[src/rtl/fpu_share_arbiter.sv]
// Round-robin arbiter/sequencer sharing one multi-cycle FP unit between two requesters.
// One operation in flight at a time; a watchdog aborts operations the unit never finishes.
module fpu_share_arbiter #(
  parameter int W         = 32,
  parameter int OPW       = 4,
  parameter int TO_CYCLES = 64
) (
  input  logic           CLK,
  input  logic           reset,
  input  logic           req0_valid,
  output logic           req0_ready,
  input  logic [OPW-1:0] req0_op,
  input  logic [W-1:0]   req0_a,
  input  logic [W-1:0]   req0_b,
  input  logic           req1_valid,
  output logic           req1_ready,
  input  logic [OPW-1:0] req1_op,
  input  logic [W-1:0]   req1_a,
  input  logic [W-1:0]   req1_b,
  output logic           rsp0_valid,
  output logic [W-1:0]   rsp0_data,
  output logic           rsp0_err,
  output logic           rsp1_valid,
  output logic [W-1:0]   rsp1_data,
  output logic           rsp1_err,
  output logic           fu_start,
  output logic [OPW-1:0] fu_op,
  output logic [W-1:0]   fu_a,
  output logic [W-1:0]   fu_b,
  input  logic           fu_done,
  input  logic [W-1:0]   fu_result,
  output logic           fu_abort,
  output logic           busy,
  output logic           timeout_err
);

  typedef enum logic [1:0] {IDLE, ISSUE, WAIT, RESP} state_t;

  localparam logic [7:0] TO_LAST = 8'(TO_CYCLES - 1);

  state_t         state_q, state_d;
  logic           owner_q;
  logic           last_grant_q;
  logic [7:0]     cnt_q;
  logic [OPW-1:0] op_q;
  logic [W-1:0]   a_q, b_q;
  logic [W-1:0]   rsp_data_q;
  logic           rsp_err_q;
  logic           timeout_err_q;

  logic grant0, grant1, take, timeout_hit;

  // On a tie the requester that did not win last time is granted.
  assign grant0 = req0_valid && (!req1_valid || last_grant_q);
  assign grant1 = req1_valid && (!req0_valid || !last_grant_q);

  assign req0_ready  = (state_q == IDLE) && grant0;
  assign req1_ready  = (state_q == IDLE) && grant1;
  assign take        = req0_ready || req1_ready;
  assign timeout_hit = (state_q == WAIT) && !fu_done && (cnt_q == TO_LAST);

  // NOTE: every output of a combinational process gets a default first, otherwise a latch is inferred.
  always_comb begin
    state_d = state_q;
    unique case (state_q)
      IDLE:    if (take) state_d = ISSUE;
      ISSUE:   state_d = WAIT;
      WAIT:    if (fu_done || timeout_hit) state_d = RESP;
      RESP:    state_d = IDLE;
      default: state_d = IDLE;
    endcase
  end

  // NOTE: sequential state uses non-blocking assignments so all registers update from pre-edge values.
  always_ff @(posedge CLK) begin
    if (reset) begin
      state_q       <= IDLE;
      owner_q       <= 1'b0;
      last_grant_q  <= 1'b1;
      cnt_q         <= '0;
      op_q          <= '0;
      a_q           <= '0;
      b_q           <= '0;
      rsp_data_q    <= '0;
      rsp_err_q     <= 1'b0;
      timeout_err_q <= 1'b0;
    end else begin
      state_q <= state_d;
      if (take) begin
        op_q         <= req1_ready ? req1_op : req0_op;
        a_q          <= req1_ready ? req1_a  : req0_a;
        b_q          <= req1_ready ? req1_b  : req0_b;
        owner_q      <= req1_ready;
        last_grant_q <= req1_ready;
      end
      if (state_q == ISSUE) cnt_q <= '0;
      if (state_q == WAIT) begin
        // A done arriving on the last watchdog cycle still counts as success.
        if (fu_done) begin
          rsp_data_q <= fu_result;
          rsp_err_q  <= 1'b0;
        end else if (timeout_hit) begin
          rsp_data_q    <= '0;
          rsp_err_q     <= 1'b1;
          timeout_err_q <= 1'b1;
        end else begin
          cnt_q <= cnt_q + 8'd1;
        end
      end
    end
  end

  assign rsp0_valid  = (state_q == RESP) && !owner_q;
  assign rsp1_valid  = (state_q == RESP) &&  owner_q;
  assign rsp0_data   = rsp0_valid ? rsp_data_q : '0;
  assign rsp1_data   = rsp1_valid ? rsp_data_q : '0;
  assign rsp0_err    = rsp0_valid && rsp_err_q;
  assign rsp1_err    = rsp1_valid && rsp_err_q;
  assign fu_start    = (state_q == ISSUE);
  assign fu_abort    = timeout_hit;
  assign fu_op       = op_q;
  assign fu_a        = a_q;
  assign fu_b        = b_q;
  assign busy        = (state_q != IDLE);
  assign timeout_err = timeout_err_q;

endmodule

[config.mk]
export PLATFORM = sky130hd
export DESIGN_NAME = fpu_share_arbiter
export DESIGN_NICKNAME = d
export VERILOG_FILES = /design/src/rtl/fpu_share_arbiter.sv
export SDC_FILE = /design/constraint.sdc
export NUM_CORES = 1
export LEC_CHECK = 0
export BUFFER_PORTS_ARGS = -buffer_cell sky130_fd_sc_hd__buf_2
export CORE_MARGIN = 8
export CORE_UTILIZATION = 40
export DETAILED_ROUTE_END_ITERATION = 8
export PLACE_DENSITY = 0.82
export SYNTH_ARGS = -nofsm -noshare
export SYNTH_HDL_FRONTEND = slang
export SYNTH_SLANG_ARGS = --single-unit
[constraint.sdc]
create_clock -name CLK -period 3.5 [get_ports CLK]
set_clock_uncertainty 0.15 [all_clocks]
set_input_delay 0 -clock CLK [delete_from_list [all_inputs] [get_ports CLK]]
set_output_delay 0 -clock CLK [all_outputs]
set_load 0.01 [all_outputs]
==> metrics.cfg <==
[worst_setup_path]
cp_max_fo = 66
start_kind = flip-flop
critPathCaptureType = flip-flop
path_class = flip-flop to flip-flop
crit_path_start = state_q[0]
rr_worst_depth = 7
timing.rr.start = state_q[0]
worstPathArrival_ns = 3.00
cp.required_ns = 3.62

[power]
p_leak_nw = 4.91
p_switching_w = 0.00217
p_seq_share_pct = 29.7
powerDensity_mw_per_mm2 = 665
clockPowerShare_pct = 31.6
switching_share_pct = 34.9
peakVddDrop_uv = 381
intPower_w = 0.00404
pwr-share-comb_pct = 38.7

[clock_tree]
post_cts_resize_count = 0
htreeDepth = 4
numCtsBuffers = 17
post-cts-setup-buffers = 0
cts_sinks = 114
clk_latency_ns = 0.41
root_buffer = clkbuf_16
cts_buffer_depth = 2
postCtsHoldBufs = 172
tritoncts = done
cts.clk_slew.worst_paths_ns = 0.06

[run_status]
outcome = completed

[finish]
fin_util_pct = 73.5
fillers = 774
drive_above_1_share_pct = 35.5
fin_nets = 1201
multi_input_area_sq_mm = 0.00268
seq_area_sq_mm = 0.00228
synthToLayoutAreaGrowth_pct = 79.3

[sta]
slew_violations = 0
tightestPinTransition_ns = 1.06
min_period_over_period_pct = 82.2
max_freq_ghz = 0.348
finalSetupViolCount = 0
timing.setup.tns_ns = 0
slew_headroom_pct = 29.4
fin_crit_ns = 2.88
rsz0062_at_grt = false
finalHoldViolCount = 0

[floorplanning]
die_w_microns = 130
dieHeight_microns = 130
die_area_sq_mm = 0.0169
io_pins = 315
rows = 41
initial_core_util_pct = 41.0
core-area_sq_mm = 0.0127

[synthesis]
ys.flop_type = dfxtp_1
synth_common_cells = dfxtp_1, nor2_1, a211oi_1, mux2i_1, and3_1
synthTopCellsByArea = dfxtp_1, mux2i_1, a211oi_1
synth-seq-area-share_pct = 43.9
async_flop_share_pct = 0
yosysWarnings = 0
syn_avg_cell_area_sq_um = 9.46
ys_ff_latch = 114
synth.most_common_cell = dfxtp_1
synth-edff-count = 0
synth_top_area_share_pct = 43.9
yosys.area.top_type = dfxtp_1
syn_nets = 728
syn-cell-area_sq_mm = 0.00520
synth_cells = 549
ys_types = 43

[global_route]
grt_pass1_vias = 6936
grt_pass1_wl_mm = 37.1
grt_usage_pct = 28.5
antenna_found_initial = 1
grt_max_degree = 67
grt.overflow.total = 0

[drt]
ant_nets = 0
via_per_inst = 5.42
first_pass_iters = 6
wl_per_cell_microns = 20.7
wl_mm = 25.0
drt_iter0_markers = 466
drc = 0
vias = 6548

[placement]
dpl.hpwl_mm = 13.7
portBuffers = 314
gp_congestion = 0.821

[min_path]
worstHoldPathCells = 2
hold_path_class = primary input to flip-flop
worstHoldStart = reset

[flow_run]
drv_cap = 0

## sequential cells by signal, indices dropped and copies added (netlist names)
signal,count
timeout_err,1
owner_q,1
fu_a,32
state_q,2
rsp_err_q,1
cnt_q,8
fu_op,4
fu_b,32
last_grant_q,1
rsp_data_q,32
## area by class of cell
class | count | area share, %
well taps | 172 | 2.31
repair buffers | 501 | 36.9
multi-input cells | 379 | 28.8
inverters | 9 | 0.363
flip-flops and latches | 114 | 24.5
diodes | 2 | 0.0537
clock inverters | 12 | 2.26
clock buffers | 20 | 4.79
## metal layers
layer  part of all wire (%)  GRT usage [%]  vias up  wire (microns)
met2                     49           50.2      447           12200
met3                     11           10.1      122            2730
li1                       -              -     2945               -
met4                    5.3           18.0        2            1340
met1                     35           28.2     3032            8680
met5                  0.048              0        -              12
## power groups by stage
stage / clock [W] / sequential [W] / combinational (W)
after CTS: 0.00196 / 0.00179 / 0.00224
final: 0.00196 / 0.00184 / 0.00240
after detailed placement: 0 / 0.00181 / 0.00193
after floorplan: 0 / 0.00190 / 0.00110
after global routing: 0.00203 / 0.00187 / 0.00255
after global placement: 0 / 0.00180 / 0.00189
## path summary, 6_finish.rpt
kind / to / slack (ns)
min reg2reg: timeout_err / 0.31
max reg2reg: fu_op[2] / 0.62
max: fu_op[2] / 0.62
min: rsp_err_q / 0.14
## worst max-delay path: stages, from the launching register on
cell,delay (ns)
dfxtp_1,0.38
inv_1,0.10
ha_1,0.31
nand3_4,0.18
buf_12,0.38
mux2i_1,0.13
dlygate4sd3_1,0.60
a211oi_1,0.43
## placed cells by master (no fill, tap or decap), types with 5 or more instances in the layout
cell | netlist | layout
nor2_1 | 74 | 73
buf_4 | 7 | 12
inv_1 | 8 | 8
o21ai_0 | 5 | 5
clkbuf_16 | 0 | 17
and3_1 | 36 | 36
nand2_1 | 6 | 6
a22o_1 | 32 | 32
nand2b_1 | 7 | 7
buf_2 | 11 | 314
clkinv_2 | 0 | 6
bufinv_16 | 0 | 6
and2_1 | 35 | 35
mux2i_1 | 69 | 69
a21oi_1 | 7 | 6
dlygate4sd3_1 | 0 | 172
dfxtp_1 | 114 | 114
ha_1 | 6 | 6
a211oi_1 | 69 | 69
## through the flow
step / std cells / hold slack, ns / instance area (sq um) / total power, W / setup slack, ns
floorplan: 549 / -0.0615 / 5200 / 0.00300 / 1.71
global placement: 1003 / 0.0659 / 6940 / 0.00369 / 1.24
detailed placement: 1003 / 0.0700 / 6940 / 0.00374 / 1.12
CTS: 1207 / 0.124 / 9310 / 0.00599 / 0.869
global route: 1207 / 0.174 / 9310 / 0.00645 / 0.565
finish: 1209 / 0.142 / 9320 / 0.00620 / 0.622
## cells by family (layout without fill, tap and decap cells)
group	after synthesis	after routing	synth area share, %
other	0	2	0
AND/OR/NAND/NOR	179	179	18.2
buffers and inverters	56	542	4.82
AO/OA/AOI/OAI	125	125	18.4
adder cells (fa/ha/maj)	6	6	1.44
flip-flops	114	114	43.9
multiplexers	69	69	13.3
Note: power is estimated with default switching activity, not from simulation.
